## src/rtl/bus_arbiter_8.sv

```systemverilog
// bus_arbiter_8: round-robin owner selection for an 8-input shared-bus mux.
// Drives one-hot gnt_o, the mux select sel_o and enable bus_en_o from registers.
// A hold limit (MAX_HOLD) bounds ownership while another requester waits.
// Optional build macro BUS_ARB_TURNAROUND_EN inserts one idle GAP cycle between
// owners so the tri-stated bus is never driven by two requesters at a hand-off.
module bus_arbiter_8 #(
    parameter int unsigned MAX_HOLD = 4   // legal 1..255
) (
    input  logic       clk_i,
    input  logic       rst_i,
    input  logic [7:0] req_i,
    output logic [7:0] gnt_o,
    output logic [2:0] sel_o,
    output logic       bus_en_o,
    output logic       preempt_o
);

    localparam logic [1:0] ST_IDLE = 2'd0;
    localparam logic [1:0] ST_OWN  = 2'd1;
`ifdef BUS_ARB_TURNAROUND_EN
    localparam logic [1:0] ST_GAP  = 2'd2;
`endif

    // Last hold count value; reaching it while others wait ends the grant.
    localparam logic [7:0] HOLD_LAST = 8'(MAX_HOLD - 1);

    logic [1:0] state_q, state_d;
    logic [2:0] ptr_q,   ptr_d;
    logic [7:0] hold_q,  hold_d;
    logic [7:0] gnt_q,   gnt_d;
    logic [2:0] sel_q,   sel_d;
    logic       en_q,    en_d;
    logic       pre_q,   pre_d;

    // Rotated priority search: returns {found, index}, first set bit at or after p.
    function automatic logic [3:0] rr_pick(input logic [7:0] r, input logic [2:0] p);
        logic [3:0] res;
        logic [2:0] idx;
        res = 4'd0;
        // Walk from farthest offset down so the nearest request is kept last.
        for (int i = 7; i >= 0; i--) begin
            idx = p + 3'(i);
            if (r[idx]) res = {1'b1, idx};
        end
        return res;
    endfunction

    logic [3:0] pick_ptr;    // winner when arbitrating from IDLE/GAP
    logic [3:0] pick_rel;    // winner searched from owner+1 at a release
    logic [2:0] ptr_rel;     // pointer value once the current owner lets go
    logic       others;      // some requester other than the owner is waiting
    logic       rel_norm;    // owner dropped its request
    logic       rel_pre;     // hold limit reached under contention

    // Release-side arbitration terms, all from sampled req and current owner.
    always_comb begin
        ptr_rel  = sel_q + 3'd1;
        pick_ptr = rr_pick(req_i, ptr_q);
        pick_rel = rr_pick(req_i, ptr_rel);
        others   = |(req_i & ~gnt_q);
        rel_norm = ~req_i[sel_q];
        rel_pre  = req_i[sel_q] & (hold_q == HOLD_LAST) & others;
    end

    // Next-state logic for the owner FSM and its registered outputs.
    always_comb begin
        state_d = state_q;
        ptr_d   = ptr_q;
        hold_d  = hold_q;
        gnt_d   = gnt_q;
        sel_d   = sel_q;
        en_d    = en_q;
        pre_d   = 1'b0;
        case (state_q)
            ST_OWN: begin
                if (rel_norm || rel_pre) begin
                    ptr_d = ptr_rel;
                    pre_d = rel_pre;
`ifdef BUS_ARB_TURNAROUND_EN
                    // Always park the bus for one cycle; sel keeps its value.
                    state_d = ST_GAP;
                    gnt_d   = 8'd0;
                    en_d    = 1'b0;
`else
                    // Back-to-back hand-off; owner sits last in the new order.
                    if (pick_rel[3]) begin
                        gnt_d  = 8'd1 << pick_rel[2:0];
                        sel_d  = pick_rel[2:0];
                        en_d   = 1'b1;
                        hold_d = 8'd0;
                    end else begin
                        state_d = ST_IDLE;
                        gnt_d   = 8'd0;
                        en_d    = 1'b0;
                    end
`endif
                end else if (hold_q != HOLD_LAST) begin
                    hold_d = hold_q + 8'd1;
                end
            end
            default: begin
                // IDLE and GAP arbitrate identically from the stored pointer.
                if (pick_ptr[3]) begin
                    state_d = ST_OWN;
                    gnt_d   = 8'd1 << pick_ptr[2:0];
                    sel_d   = pick_ptr[2:0];
                    en_d    = 1'b1;
                    hold_d  = 8'd0;
                end else begin
                    state_d = ST_IDLE;
                    gnt_d   = 8'd0;
                    en_d    = 1'b0;
                end
            end
        endcase
    end

    // State and output registers with synchronous reset.
    always_ff @(posedge clk_i) begin
        if (rst_i) begin
            state_q <= ST_IDLE;
            ptr_q   <= 3'd0;
            hold_q  <= 8'd0;
            gnt_q   <= 8'd0;
            sel_q   <= 3'd0;
            en_q    <= 1'b0;
            pre_q   <= 1'b0;
        end else begin
            state_q <= state_d;
            ptr_q   <= ptr_d;
            hold_q  <= hold_d;
            gnt_q   <= gnt_d;
            sel_q   <= sel_d;
            en_q    <= en_d;
            pre_q   <= pre_d;
        end
    end

    assign gnt_o     = gnt_q;
    assign sel_o     = sel_q;
    assign bus_en_o  = en_q;
    assign preempt_o = pre_q;

endmodule

```

## config.mk

```make
export PLATFORM = sky130hd
export DESIGN_NAME = bus_arbiter_8
export DESIGN_NICKNAME = d
export VERILOG_FILES = /design/src/rtl/bus_arbiter_8.sv
export SDC_FILE = /design/constraint.sdc
export NUM_CORES = 1
export LEC_CHECK = 0
export CAP_MARGIN = 20
export CORE_UTILIZATION = 40
export CTS_BUF_LIST = sky130_fd_sc_hd__clkbuf_4 sky130_fd_sc_hd__clkbuf_8 sky130_fd_sc_hd__clkbuf_16
export DETAILED_ROUTE_END_ITERATION = 10
export GPL_TIMING_DRIVEN = 0
export PLACE_DENSITY = 0.7
export REMOVE_ABC_BUFFERS = 1
export SETUP_SLACK_MARGIN = 0.05
export SKIP_LAST_GASP = 1
export SYNTH_ARGS = -nofsm -noshare
export SYNTH_HDL_FRONTEND = slang
export SYNTH_SLANG_ARGS = --single-unit
```

## constraint.sdc

```tcl
create_clock -name clk_i -period 5.6 [get_ports clk_i]
set_input_delay 0.84 -clock clk_i [delete_from_list [all_inputs] [get_ports clk_i]]
set_output_delay 0.84 -clock clk_i [all_outputs]
set_load 0.1 [all_outputs]
```

## Word-level counts from Yosys, hierarchy flattened

Index checks and enable logic that the tools add are counted.

- Muxes and demuxes: 71
- Equal/unequal tests: 8
- Shift operators: 2
- Reduce and logical (&&, ||, !) cells: 8
- Order comparisons: 17
- Bitwise logic cells: 7
- $add $sub $neg: 16

Operators by type and width:

| cell | count |
|---|---|
| $mux W8 | 9 |
| $lt A3 B4 Y1 const B | 17 |
| $mux W4 | 16 |
| $bmux W1 S3 | 17 |
| $add A3 B3 Y3 const B | 8 |
| $mux W1 | 22 |
| $shl A1 B3 Y8 const A | 2 |
| $add A3 B2 Y3 const B | 4 |
| $mux W3 | 4 |
| $add A3 B1 Y3 const B | 3 |
| $add A8 B1 Y8 const B | 1 |
| $and A8 B8 Y8 | 1 |
| $eq A8 B2 Y1 const B | 1 |
| $ne A8 B2 Y1 const B | 1 |
| $not A8 Y8 | 1 |
| $reduce_or A8 Y1 | 1 |
| $mux W2 | 3 |
| $ne A2 B2 Y1 const B | 3 |
| $ne A3 B3 Y1 const B | 2 |
| $reduce_and A3 Y1 | 2 |
| $reduce_and A2 Y1 | 2 |
| $not A1 Y1 | 3 |
| $reduce_or A3 Y1 | 1 |
| $and A1 B1 Y1 | 2 |
| 3 further kinds | 3 |

- Word-level logic and storage cells: 136
- Register bits after elaboration: 26

## Depth between registers and ports, before layout

Gate-level depths: netlist of the first run.

- Depth after elaboration: 16
- Gate-level depth with buffers: 14
- Depth with buffers taken out: 10

## Least setup slack after synthesis of the first run

OpenSTA, ideal clock, no wires.

- Kind: register -> register
- Start point: register sel_q[0], in the netlist sel_o[0]
- End point: register gnt_q[0], in the netlist gnt_o[0]
- Path slack: 1190 ps
- Clock period less this slack: 4410 ps
- Required time: 5514 ps
- Library setup time: 86 ps
- Cell stages (with the launch flop): 15
- Arrival: 4325 ps
- Cell sequence: dfxtp_1 -> buf_4 -> buf_4 -> clkinv_1 -> ha_1 -> buf_4 -> buf_2 -> mux4_2 -> mux2_2 -> or2_2 -> a41o_1 -> o311a_4 -> nor2_4 -> or4b_1 -> a211oi_1

- Cells in the longest elaborated chain, start to end: 16

Ends and longest elaborated chain:

| what | line | RTL |
|---|---|---|
| from (decl) | 31 | `logic [2:0] sel_q, sel_d;` |
| from (signal assigned) | 133 | `sel_q <= sel_d;` |
| $add A3 B1 Y3 (*) | 57 | `ptr_rel = sel_q + 3'd1;` |
| net ptr_rel[0] | 50 | `logic [2:0] ptr_rel;` |
| $add A3 B3 Y3 | 42 | `idx = p + 3'(i);` |
| $bmux W1 S3 | 43 | `if (r[idx]) res = {1'b1, idx};` |
| $mux W1 (implied by the code) | 43 |  |
| $mux W4 (7 in series) | 43 |  |
| $mux W4 (*) | 43 |  |
| $shl A1 B3 Y8 | 87 | `gnt_d = 8'd1 << pick_rel[2:0];` |
| $mux W8 (*) | 86 | `if (pick_rel[3]) begin` |
| $mux W8 (*) | 76 | `if (rel_norm \|\| rel_pre) begin` |
| $mux W8 (*) | 74 | `case (state_q)` |
| to (signal assigned) | 132 | `gnt_q <= gnt_d;` |
| to (decl) | 30 | `logic [7:0] gnt_q, gnt_d;` |

Mark *: on every way through the listed nets, which the timed path passes. The rest lies on a longest branch. The select of a mux whose other input is x is not followed.
A chain may end at the register's enable or synchronous reset.

## Worst setup path after layout of the first run

- Start point: register sel_q[0], in the netlist sel_o[0]
- End point: register gnt_q[4], in the netlist gnt_o[4]

Same word-level chain as after synthesis.

==> results by group, run 1 <==
Logic synthesis
  • Netlist cell types: 67
  • Mapped cell area: 2989 um^2
  • Largest family of logic cells by synthesized area: multiplexers
  • Complex-gate fraction of the synthesized area: 0.2235
  • Mux cell area share after synthesis: 0.2671
  • Post-synth EDFFs: 0
  • #FFs+latches synth: 25
  • Synthesized area per cell: 8.420 um^2
  • Top_reg_cell synth: dfxtp_1
  • Ys Warns: 0
  • Post-synthesis cell count: 355
  • Post-synthesis simple-gate area fraction: 0.2005
  • Register area share after synthesis: 0.1674
  • XOR/XNOR share of the synthesized area: 0.05400
  • Async set-reset flop share out of synthesis: 0
  • Synth Area in Adders: 0.02093

Setup path
  • RR Startpoint: sel_o[0]$_SDFFE_PP0P_
  • Setup CP Type: register to register
  • FF-to-FF setup slack: 740 ps
  • Crit-path slowest cell: ha_1
  • Crit path launch type: register
  • Worst r2r dst: gnt_o[4]$_SDFFE_PP0P_
  • CP Capture Type: register
  • CP Max Fanout: 28
  • Crit path DAT: 5050 ps
  • R2R depth: 11
  • Worst path cell trace: buf_16 -> clkinv_1 -> ha_1 -> mux4_2 -> mux2i_1 -> nor4_1 -> o21ai_0 -> and3_1 -> o22ai_1 -> or4b_1 -> a211oi_1
  • Max incr delay on CP: 1140 ps
  • Crit path required time: 5790 ps

Power
  • Max IR drop VDD: 0.0003927 V
  • P per Cell Area: 624.3 nW/um^2
  • Final Power: 2.071 mW
  • Leak pwr: 1.231 nW

Layout
  • Share of cells above drive strength 1: 0.1313
  • Layout fillers: 720
  • Syn-to-layout area delta: 10.97%
  • # diodes: 0
  • Most frequent cells in the layout: nor2_1, dfxtp_1, nand2_1
  • Commonest non-fill, non-tap cell in the layout: nor2_1
  • Final core utilization: 0.4573
  • Nets@finish: 374

Timing
  • Final hold vios: 0
  • Final period util: 0.8683
  • Worst setup margin: 737.4 ps
  • Worst-margin pin slew: 1054 ps
  • RSZ-0062 raised after global routing: no
  • Final Setup Violations: 0
  • Tmin final: 4863 ps
  • Slew Viols, Final: 0
  • F_max: 205.7 MHz
  • Worst Skew: 6.159 ps
  • Max_slew headroom: 0.2974
  • Setup_tns: 0 ps

Place
  • Dpl ws: 110.2 ps
  • Port Buffers: 22
  • Post-DP HPWL: 5.722 mm
  • Final Wtd Congestion: 0.8996

Clock tree
  • CTS resizes: 0
  • Clock root cell: clkbuf_8
  • Post-CTS Hold Buffers: 0
  • CTS buffer count: 3
  • Clock sinks: 25
  • CTS clk-pin slew, worst paths: 90 ps
  • Worst-Skew Late Latency: 280 ps
  • Max clock buf depth: 2
  • CTS tree: yes
  • Post-CTS setup buffers: 0
  • H-tree depth: 1

Drt
  • Router iterations before antenna repair: 4
  • Routed vias/inst: 6.374
  • Final WL: 8.095 mm
  • Number of nets still failing antenna checks after routing: 0
  • DRT iter0 DRCs: 154
  • WL/cell: 17.71 um
  • Vias: 2913
  • DRC viols: 0

Global routing
  • Initial antenna violation count: 0
  • Vias in the first global route: 2656
  • Grt ovf: 0
  • All-Layer GR Usage: 0.2138
  • Largest net degree at the start of global routing: 29
  • First-pass GRT wire length: 13.06 mm

Flow run
  • Number of max-cap violations: 0

Floorplanning
  • Initial Util: 0.4121
  • Die height: 88.45 um
  • Die Span X: 88.45 um
  • # IOs: 23
  • Core region area: 7253 um^2
  • Die Area: 7823 um^2
  • Row count: 31

Min path
  • Worst Hold Launch: bus_en_o$_SDFFE_PP0P_
  • Hold-critical path depth: 1
  • Worst min path class: register to register
  • Hold EP: bus_en_o$_SDFFE_PP0P_

Status
  • Outcome: finished clean
[logic make-up after synthesis]
logic type	Yosys count
xor gates and xnor gates	15
AOI/OAI and AO/OA	92
and+or+nand+nor	118
muxes	54
buffers and inverters	46
DFF	25
adders and majority gates	5
[synthesized netlist by cell type (2+ instances only)]
library cell	count	area, um^2
o22ai_1	8	50.05
ha_1	5	62.56
or3_1	4	25.02
nor4_1	4	25.02
nor2_1	32	120.1
nand2b_1	4	25.02
mux2_2	12	135.1
a31oi_1	5	31.28
mux2i_1	22	220.2
inv_1	20	75.07
o211ai_1	9	67.56
or2_2	3	18.77
or4b_1	3	30.03
xor2_1	8	70.07
a211oi_1	9	67.56
o32ai_1	2	17.52
a21oi_1	19	95.09
a21o_1	4	30.03
o21ai_0	7	35.03
clkbuf_1	15	56.30
and3_1	4	25.02
a221oi_1	2	17.52
dfxtp_1	25	500.5
o211a_1	3	30.03
buf_4	3	22.52
nand3_1	17	85.08
o32a_1	2	20.02
buf_2	5	25.02
mux4_2	19	427.9
xnor2_1	5	43.79
nand2_1	24	90.09
nand4_1	2	12.51
a311oi_1	3	26.28
and2_1	5	31.28
a22oi_1	2	15.01
nor3_1	7	35.03
nor2b_1	2	12.51
[per-stage QoR]
step	std cells	cell area [um^2]	hold WS (ps)
3_3_place_gp	451	3213	455.7
5_1_grt	457	3317	522.6
4_1_cts	455	3262	500.7
3_5_place_dp	451	3213	478.8
6_report	457	3317	488.7
2_1_floorplan	330	2869	479.4
[layout make-up]
| cell class | instances | area (um^2) | share of cell area |
|---|---|---|---|
| multi-input combinational | 284 | 2290 | 0.6903 |
| sequential | 25 | 500.5 | 0.1509 |
| timing repair buffer | 24 | 275.3 | 0.08299 |
| tap | 99 | 123.9 | 0.03734 |
| inverter | 21 | 78.83 | 0.02376 |
| clock buffer | 3 | 41.29 | 0.01245 |
| clock inverter | 1 | 7.507 | 0.002263 |
[flip-flops by register name, summed over array words and instances, names as in the netlist]
name       flops
gnt_o          8
hold_q         8
ptr_q          3
sel_o          3
bus_en_o       1
preempt_o      1
state_q        1
[worst max path at each step]
stage	start	endpoint	slack (ps)	cells past startpoint
2_1_floorplan	sel_o[0]$_SDFFE_PP0P_	gnt_o[1]$_SDFFE_PP0P_	270	10
3_3_place_gp	sel_o[0]$_SDFFE_PP0P_	gnt_o[4]$_SDFFE_PP0P_	230	10
3_5_place_dp	sel_o[0]$_SDFFE_PP0P_	gnt_o[4]$_SDFFE_PP0P_	110	10
4_1_cts	sel_o[0]$_SDFFE_PP0P_	gnt_o[4]$_SDFFE_PP0P_	60	10
5_1_grt	sel_o[0]$_SDFFE_PP0P_	gnt_o[4]$_SDFFE_PP0P_	510	11
6_report	sel_o[0]$_SDFFE_PP0P_	gnt_o[4]$_SDFFE_PP0P_	740	11
[layer usage]
layer	up-vias	share of wire	GRT usage	routed length, um
li1	1366	-	-	-
met1	1428	0.46	0.3017	3732
met2	108	0.48	0.3490	3855
met3	11	0.050	0.01772	408
met4	0	0.012	0.06305	99
met5	-	0	0	0
[critical path: cells and delay by family, from the launching register on]
| family | cells | cell delay [ps] |
|---|---|---|
| adder cells (fa/ha/maj) | 1 | 1140 |
| multiplexers | 2 | 970 |
| AND/OR/NAND/NOR | 3 | 930 |
| AO/OA/AOI/OAI | 3 | 690 |
| buffers and inverters | 2 | 550 |
| flip-flops | 1 | 480 |
[where the power goes]
| part | switching, mW | internal [mW] | total, mW |
|---|---|---|---|
| registers | 0.0690 | 0.219 | 0.288 |
| logic | 1.01 | 0.657 | 1.67 |
| clock network | 0.0630 | 0.0506 | 0.114 |
No activity file was read; power rests on OpenSTA's default activity.
==> inputs of run 2 (changes only) <==
Settings changed: CTS_CLUSTER_DIAMETER from default to 50, SKIP_LAST_GASP 1 to default.
==> results of run 2 <==
The final DEF is identical to that of run 1; final timing and power are the same.
